`src/rtl/comb_code_sender.sv`:
```
// rtl/comb_code_sender.sv - presents 2-digit codes to a lock, single attempt or upward sweep
module comb_code_sender #(
    parameter int HOLD_CYCLES = 2,
    parameter int TIMEOUT     = 4
) (
    input  logic       clk,
    input  logic       rst,
    input  logic       start,
    input  logic       search,
    input  logic [3:0] code1_in,
    input  logic [3:0] code2_in,
    input  logic       unlocked,
    output logic [3:0] num1,
    output logic [3:0] num2,
    output logic       busy,
    output logic       done,
    output logic       found,
    output logic [7:0] found_code,
    output logic [7:0] attempts
);

    typedef enum logic [1:0] {IDLE, DRIVE, WAIT, DONE} state_t;

    localparam logic [3:0] HOLD_LAST = 4'(HOLD_CYCLES - 1);
    localparam logic [3:0] WAIT_LAST = 4'(TIMEOUT - 1);

    state_t     state;
    state_t     state_nxt;
    logic [7:0] cur;
    logic [7:0] first;
    logic [7:0] cur_inc;
    logic       search_q;
    logic [3:0] hold_cnt;
    logic [3:0] wait_cnt;
    logic       hold_last;
    logic       wait_last;
    logic       sweep_more;

    assign cur_inc    = cur + 8'd1;
    assign hold_last  = (hold_cnt == HOLD_LAST);
    assign wait_last  = (wait_cnt == WAIT_LAST);
    // The sweep ends once the next code would come back round to the start code
    assign sweep_more = search_q && (cur_inc != first);

    always_comb begin
        state_nxt = state;
        case (state)
            IDLE:  if (start) state_nxt = DRIVE;
            DRIVE: if (hold_last) state_nxt = WAIT;
            WAIT: begin
                if (unlocked) begin
                    state_nxt = DONE;
                end else if (wait_last) begin
                    state_nxt = sweep_more ? DRIVE : DONE;
                end
            end
            DONE:  state_nxt = IDLE;
            default: state_nxt = IDLE;
        endcase
    end

    assign num1 = (state == DRIVE) ? cur[7:4] : 4'd0;
    assign num2 = (state == DRIVE) ? cur[3:0] : 4'd0;
    assign busy = (state == DRIVE) || (state == WAIT);
    assign done = (state == DONE);

    always_ff @(posedge clk or negedge rst) begin
        if (!rst) begin
            state      <= IDLE;
            cur        <= 8'd0;
            first      <= 8'd0;
            search_q   <= 1'b0;
            hold_cnt   <= 4'd0;
            wait_cnt   <= 4'd0;
            found      <= 1'b0;
            found_code <= 8'd0;
            attempts   <= 8'd0;
        end else begin
            state <= state_nxt;
            case (state)
                IDLE: begin
                    if (start) begin
                        cur        <= {code1_in, code2_in};
                        first      <= {code1_in, code2_in};
                        search_q   <= search;
                        found      <= 1'b0;
                        found_code <= 8'd0;
                        attempts   <= 8'd1;
                        hold_cnt   <= 4'd0;
                    end
                end
                DRIVE: begin
                    hold_cnt <= hold_last ? 4'd0 : hold_cnt + 4'd1;
                    wait_cnt <= 4'd0;
                end
                WAIT: begin
                    if (unlocked) begin
                        found      <= 1'b1;
                        found_code <= cur;
                    end else if (wait_last) begin
                        wait_cnt <= 4'd0;
                        if (sweep_more) begin
                            cur      <= cur_inc;
                            hold_cnt <= 4'd0;
                            attempts <= (attempts == 8'hFF) ? 8'hFF : attempts + 8'd1;
                        end
                    end else begin
                        wait_cnt <= wait_cnt + 4'd1;
                    end
                end
                default: ;
            endcase
        end
    end

endmodule

```
`config.mk`:
```
export PLATFORM = sky130hd
export DESIGN_NAME = comb_code_sender
export DESIGN_NICKNAME = d
export VERILOG_FILES = /design/src/rtl/comb_code_sender.sv
export SDC_FILE = /design/constraint.sdc
export NUM_CORES = 1
export LEC_CHECK = 0
export BUFFER_PORTS_ARGS = -buffer_cell sky130_fd_sc_hd__buf_2
export CORE_MARGIN = 4
export CORE_UTILIZATION = 34
export DETAILED_ROUTE_END_ITERATION = 8
export PLACE_DENSITY = 0.66
export SYNTH_ARGS = -nofsm -noshare
export SYNTH_HDL_FRONTEND = slang
export SYNTH_SLANG_ARGS = --single-unit
```
`constraint.sdc`:
```
create_clock -name clk -period 2.4 [get_ports clk]
set_clock_uncertainty 0.05 [all_clocks]
set_input_delay 0.12 -clock clk [delete_from_list [all_inputs] [get_ports clk]]
set_output_delay 0.12 -clock clk [all_outputs]
set_load 0.05 [all_outputs]
```
==> out/summary.txt, run 1 <==
Share of cells above drive strength 1: 0.273
Final WS setup: 0.0802 ns
Post-Synth Simple-Gate Area: 0.199
Max Cap Violations: 0
Worst slack, placed: -0.0184 ns
Reg power frac: 0.278
Syn nets: 310
Crit path kind: flip-flop to flip-flop
Sw frac: 0.499
DP Cell Count: 431
Routed Antenna Nets: 0
Slew Viols, Final: 0
Syn Area/Cell: 9.46 µm²
DRC Markers: 0
Detailed placement HPWL: 4.87 mm
Hold Startpoint: code1_in[0]
RSZ-0062 raised after global routing: yes
Hold slack: 0.0157 ns
Reg2reg end: hold_cnt[2]
Port bufs: 39
Clock-pin slew on the worst setup and hold paths: 0.08 ns
Die H: 97.5 µm
CTS tree: done
Iteration-0 DRC Markers: 105
CTS H-tree lvls: 2
Synth warn: 0
Power Dens Cells: 1410 nW/µm²
Mapped cell area: 2730 µm²
Reg-to-reg critical path startpoint: cur[1]
XOR/XNOR Fraction of Synth Area: 0.0289
Worst IR Drop VDD: 0.000482 V
Most common cell after layout, fill and taps aside: dfrtp_1
Wire per inst: 15.2 µm
Root buffer cell: clkbuf_8
Final RePlAce weighted congestion: 0.860
Vias in the first global route: 2,226
Tot GR Track Use: 0.142
Net load switching power: 2.34 mW
DR vias/cell: 5.32
Final cell count without fillers: 443
Synth cell types: 54
Critical path required time: 2.55 ns
Fin nets: 362
Die X: 97.5 µm
GRT overflow: 0
Register-to-register path setup slack: 0.08 ns
Comb power frac: 0.619
# IOs: 40
Die area: 9510 µm²
Global-route wire length before repair: 11.2 mm
Worst Setup EP: hold_cnt[2]
Vias: 2,357
Fin crit share: 0.967
Largest family of logic cells by synthesized area: compound AO/OA/AOI/OAI gates
Seq cells post-synth: 44
Filler instances: 792
Top FF cell, synth: dfrtp_1
Core Area: 7770 µm²
Initial DRT Pass Iterations: 4
Clock network power share: 0.103
Arr. time, crit path: 2.47 ns
Reg area: 1100 µm²
Clock latency on the worst-skew pair: 0.30 ns
Design Power: 4.69 mW
Internal Power: 2.35 mW
Area grow syn2layout: 21.7%
Crit start category: flip-flop
Hold Path Class: input port to flip-flop
Sink Count: 44
R2R cell count: 9
Largest net degree at the start of global routing: 45
Ant diodes: 0
# setup viols final: 0
Post-synthesis mux area share: 0.0606
Crit path from: cur[1]
Initial antenna violation count: 0
FMAX: 431 MHz
Asr flop ratio synth: 1.00
Status: finished clean
Top-area cell type share of the netlist area: 0.404
Num CTS Buffers: 5
Post-synthesis compound-gate area fraction: 0.208
Starting Density: 0.351
Sequential share of the synthesized area: 0.404
Final hold violations: 0
Crit. End Element: flip-flop
Commonest non-fill, non-tap cells in the layout: dfrtp_1, buf_2, o21ai_0, buf_4, inv_1
Deepest clock path buffer count: 2
EDFF count, synth: 0
Cells after synthesis: 288
Slew HR: 0.617
Post-synth top area cell: dfrtp_1
Setup TNS: 0 ns
Area of the multi-input gates: 1550 µm²
Row Count: 32
Slew @ Worst Pin: 0.575 ns
Crit path max fanout: 6
Synth Area in Adders: 0.0413
Min cycle time layout: 2.32 ns
Synth area leaders: dfrtp_1, mux2_2, ha_1
P_leak: 1.48 nW
Routed WL: 6.73 mm
## metrics by stage
| step | utilization | area [µm²] |
|---|---|---|
| floorplan | - | 2730 |
| global placement | 0.400 | 3110 |
| detailed placement | 0.400 | 3110 |
| CTS | 0.416 | 3230 |
| global route | 0.427 | 3320 |
| finish | 0.427 | 3320 |
## flip-flops by register name (all words and copies together), names as in the netlist, 2 cells and up
name / count
first: 8
wait_cnt: 4
attempts: 8
state: 2
hold_cnt: 4
cur: 8
found_code: 8
## power groups by stage
stage                     combinational, mW  clock, mW  sequential [mW]
after floorplan                        1.86          0             1.46
after global placement                 2.71          0             1.28
after detailed placement               2.75          0             1.30
after CTS                              2.80      0.498             1.28
after global routing                   3.15      0.531             1.35
final                                  2.90      0.484             1.30
## routing by layer
layer | GRT usage | routed length [µm] | up-vias
li1 | - | - | 1159
met1 | 0.189 | 3140 | 1141
met2 | 0.236 | 3280 | 52
met3 | 0.0302 | 263 | 5
met4 | 0.0351 | 51 | 0
met5 | 0 | 0 | -
## worst min path at each step
stage             endpoint  slack [ns]  cells past startpoint
6_report          first[4]        0.02                      2
5_1_grt           first[6]        0.02                      2
4_1_cts           first[4]        0.01                      2
3_5_place_dp   hold_cnt[1]        0.20                      2
3_3_place_gp   hold_cnt[1]        0.20                      2
2_1_floorplan  attempts[0]       -0.23                      0
## synthesized netlist by cell type (2+ instances only)
cell type / n
mux2_2: 11
o21ai_0: 20
o41ai_1: 2
mux2i_1: 3
buf_2: 5
nor3b_1: 4
inv_1: 19
o21ai_1: 9
xnor2_1: 4
dfrtp_1: 44
o211ai_1: 2
o21a_1: 2
a22o_1: 12
a2bb2oi_1: 7
o31a_1: 2
a21oi_1: 9
o31ai_1: 8
nand2_1: 18
o22ai_1: 2
nor2_1: 8
nand3b_1: 2
buf_6: 2
and2_1: 12
ha_1: 9
and3_1: 5
nor3_1: 11
xor2_1: 5
nor2b_1: 4
clkbuf_1: 10
nor4b_1: 2
nand4_1: 4
nand2b_1: 2
nand3_1: 8
## cells by family after synthesis
kind of cell             after synthesis
flip-flops                            44
XOR/XNOR                               9
AND/OR/NAND/NOR                       92
adder cells (fa/ha/maj)                9
multiplexers                          15
AO/OA/AOI/OAI                         83
buffers and inverters                 36
## area by class of cell
class,count,share of cell area
inverters,19,0.0215
clock buffers,8,0.0272
multi-input cells,208,0.467
well taps,102,0.0385
repair buffers,62,0.114
flip-flops and latches,44,0.332
## worst max-delay path, cell delays in order (launching register included)
cell	delay [ns]
dfrtp_1	0.41
buf_4	0.17
and3_1	0.22
and3_4	0.20
o31ai_4	0.27
nor4_4	0.05
buf_4	0.16
buf_4	0.15
or2_4	0.26
o41ai_2	0.26
## repair_timing
action,in CTS,in global routing
setup buffers,0,2
gates resized for setup,2,12
hold buffers,2,0
hold endpoints to repair,45,0
pin swaps,1,5
endpoints found under the setup margin,4,17
Note: power is estimated with default switching activity, not from simulation.
==> run 2, diff against run 1 <==
ABC_AREA = 1   (was default)
==> run 2 against run 1 <==
Against the previous run: power down 7.8%; maximum frequency increased by 5.7%; die area down 3.5%; worst setup slack gained 0.13 ns; sequential power is essentially flat; synthesized cell count increased by 21%; via count up 3.8%.
==> out/summary.txt, run 2 <==
Initial DRT Pass Iterations: 4
Die H: 95.8 µm
Worst-path cell chain: ha_1 -> nand2_1 -> nor2_1 -> nand2_1 -> nand2_1 -> nand2_1 -> nor2_1 -> nor2_1 -> nand3_1 -> nand2_1 -> nand2_2 -> buf_4 -> nand4_1 -> nand2_1
Tot GR Track Use: 0.154
Hold slack: 0.0119 ns
Initial antenna violation count: 0
Setup TNS: 0 ns
Hold Path Class: input port to flip-flop
Crit path max fanout: 16
Num CTS Buffers: 5
FMAX: 456 MHz
Deepest clock path buffer count: 2
Status: finished clean
GR Util met2: 0.243
Max Cap Violations: 0
Vias in the first global route: 2,277
Synth cell types: 30
Most common cell after layout, fill and taps aside: nand2_1
GRT overflow: 0
Worst IR Drop VDD: 0.00101 V
Top-area cell type share of the netlist area: 0.420
Syn Area/Cell: 7.51 µm²
Die area: 9180 µm²
P_leak: 1.64 nW
Dominant delay contributor by cell family on the critical path: simple AND/OR/NAND/NOR gates
Wire per inst: 13.6 µm
Fin crit share: 0.914
Fin nets: 417
DRC Markers: 0
Routed Antenna Nets: 0
# IOs: 40
Detailed placement HPWL: 5.02 mm
Area grow syn2layout: 16.9%
Crit-path slowest cell: dfrtp_2
Grt peak-use layer: met2
DP Cell Count: 485
Filler instances: 772
Post-CTS setup buffers: 0
Die X: 95.8 µm
Sink Count: 44
DR vias/cell: 4.94
Crit. End Element: flip-flop
Slew Viols, Final: 0
Global-route wire length before repair: 11.0 mm
Syn nets: 371
Grt met1 use: 0.216
Seq cells post-synth: 44
Synth warn: 0
Commonest non-fill, non-tap cells in the layout: nand2_1, inv_1, dfrtp_1
Grt met3 use: 0.0289
Most frequent cells after synthesis: nand2_1, inv_1, dfrtp_1
Asr flop ratio synth: 1.00
Cells after synthesis: 349
CTS H-tree lvls: 2
Slew HR: 0.631
Routed WL: 6.73 mm
Ant diodes: 0
EDFF count, synth: 0
Iteration-0 DRC Markers: 156
Min cycle time layout: 2.19 ns
Critical path required time: 2.59 ns
Row Count: 31
Clock latency on the worst-skew pair: 0.30 ns
Final hold violations: 0
Largest net degree at the start of global routing: 23
CP peak stage delay: 0.45 ns
Core Area: 7370 µm²
Final RePlAce weighted congestion: 0.927
Vias: 2,446
Mapped cell area: 2620 µm²
Port bufs: 39
Crit path kind: flip-flop to flip-flop
Arr. time, crit path: 2.38 ns
Sequential share of the synthesized area: 0.420
# setup viols final: 0
Final cell count without fillers: 495
Most frequent cell after synthesis: nand2_1
Top FF cell, synth: dfrtp_1
Power Dens Cells: 1410 nW/µm²
Clock-pin slew on the worst setup and hold paths: 0.09 ns
Slew @ Worst Pin: 0.552 ns
Synth area leaders: dfrtp_1, nand2_1, inv_1
CTS tree: done
Share of cells above drive strength 1: 0.167
Buf/Inv on CP: 1
Most used cell, CP: nand2_1
Root buffer cell: clkbuf_8
Crit start category: flip-flop
Starting Density: 0.356
RSZ-0062 raised after global routing: no
Post-synth top area cell: dfrtp_1
==> run 2: cell count changes after synthesis, sizes merged, moves of 9 or more <==
cell | previous run | this run
nand4 | 4 | 20
a22o | 12 | 1
nor2 | 9 | 27
nand3 | 9 | 26
nand2 | 18 | 98
and2 | 12 | 0
o31ai | 9 | 0
inv | 19 | 50
==> run 2: per-stage QoR <==
step           setup slack [ns]  utilization  cell area (µm²)  total power [mW]
4_1_cts                   0.175        0.416             3070              4.34
2_1_floorplan             0.344            -             2620              3.19
3_3_place_gp              0.247        0.401             2950              3.80
6_report                  0.206        0.416             3070              4.33
5_1_grt                 0.00446        0.416             3070              4.68
3_5_place_dp              0.201        0.401             2950              3.83
==> run 2: final timing paths <==
| kind | to | from | cells past startpoint | slack, ns |
|---|---|---|---|---|
| setup / recovery | attempts[0] | cur[0] | 14 | 0.21 |
| hold / removal | first[0] | code2_in[0] | 2 | 0.01 |
| setup reg to reg | attempts[0] | cur[0] | 14 | 0.21 |
| hold reg to reg | wait_cnt[2] | wait_cnt[2] | 1 | 0.46 |
| max in group asynchronous | cur[0] | rst | 3 | 1.44 |
| min in group asynchronous | found | rst | 2 | 0.25 |
==> run 2: logic make-up (layout without fill, tap and decap cells) <==
| family | count (synthesis) | after routing | share of synthesized area |
|---|---|---|---|
| buffers and inverters | 61 | 108 | 0.0930 |
| xor gates and xnor gates | 9 | 9 | 0.0301 |
| muxes | 4 | 4 | 0.0172 |
| and+or+nand+nor | 180 | 180 | 0.309 |
| AOI/OAI and AO/OA | 42 | 42 | 0.0883 |
| adders and majority gates | 9 | 9 | 0.0429 |
| DFF | 44 | 44 | 0.420 |
==> run 2: where the power goes <==
part | leakage [nW] | internal (mW) | switching, mW
Clock | 0.0510 | 0.230 | 0.262
Combinational | 1.02 | 0.749 | 1.76
Sequential | 0.568 | 1.03 | 0.294
==> run 2: final cells by class <==
| cell class | count | area (µm²) | area share |
|---|---|---|---|
| multi-input cells | 244 | 1280 | 0.417 |
| well taps | 99 | 124 | 0.0404 |
| clock inverters | 2 | 10.0 | 0.00326 |
| clock buffers | 6 | 82.6 | 0.0269 |
| flip-flops and latches | 44 | 1100 | 0.359 |
| inverters | 50 | 188 | 0.0612 |
| repair buffers | 50 | 283 | 0.0922 |
==> run 2: what timing repair did <==
item | 4_1_cts | 5_1_grt
gates resized for setup | 0 | 1
hold buffers | 2 | 0
endpoints found under the setup margin | 0 | 16
hold endpoints to repair | 19 | 0
==> run 2: per-layer routing <==
layer / share of wire / up-vias
met1: 0.48 / 1125
met4: 0.010 / 0
li1: - / 1237
met2: 0.45 / 72
met5: 0 / -
met3: 0.056 / 12
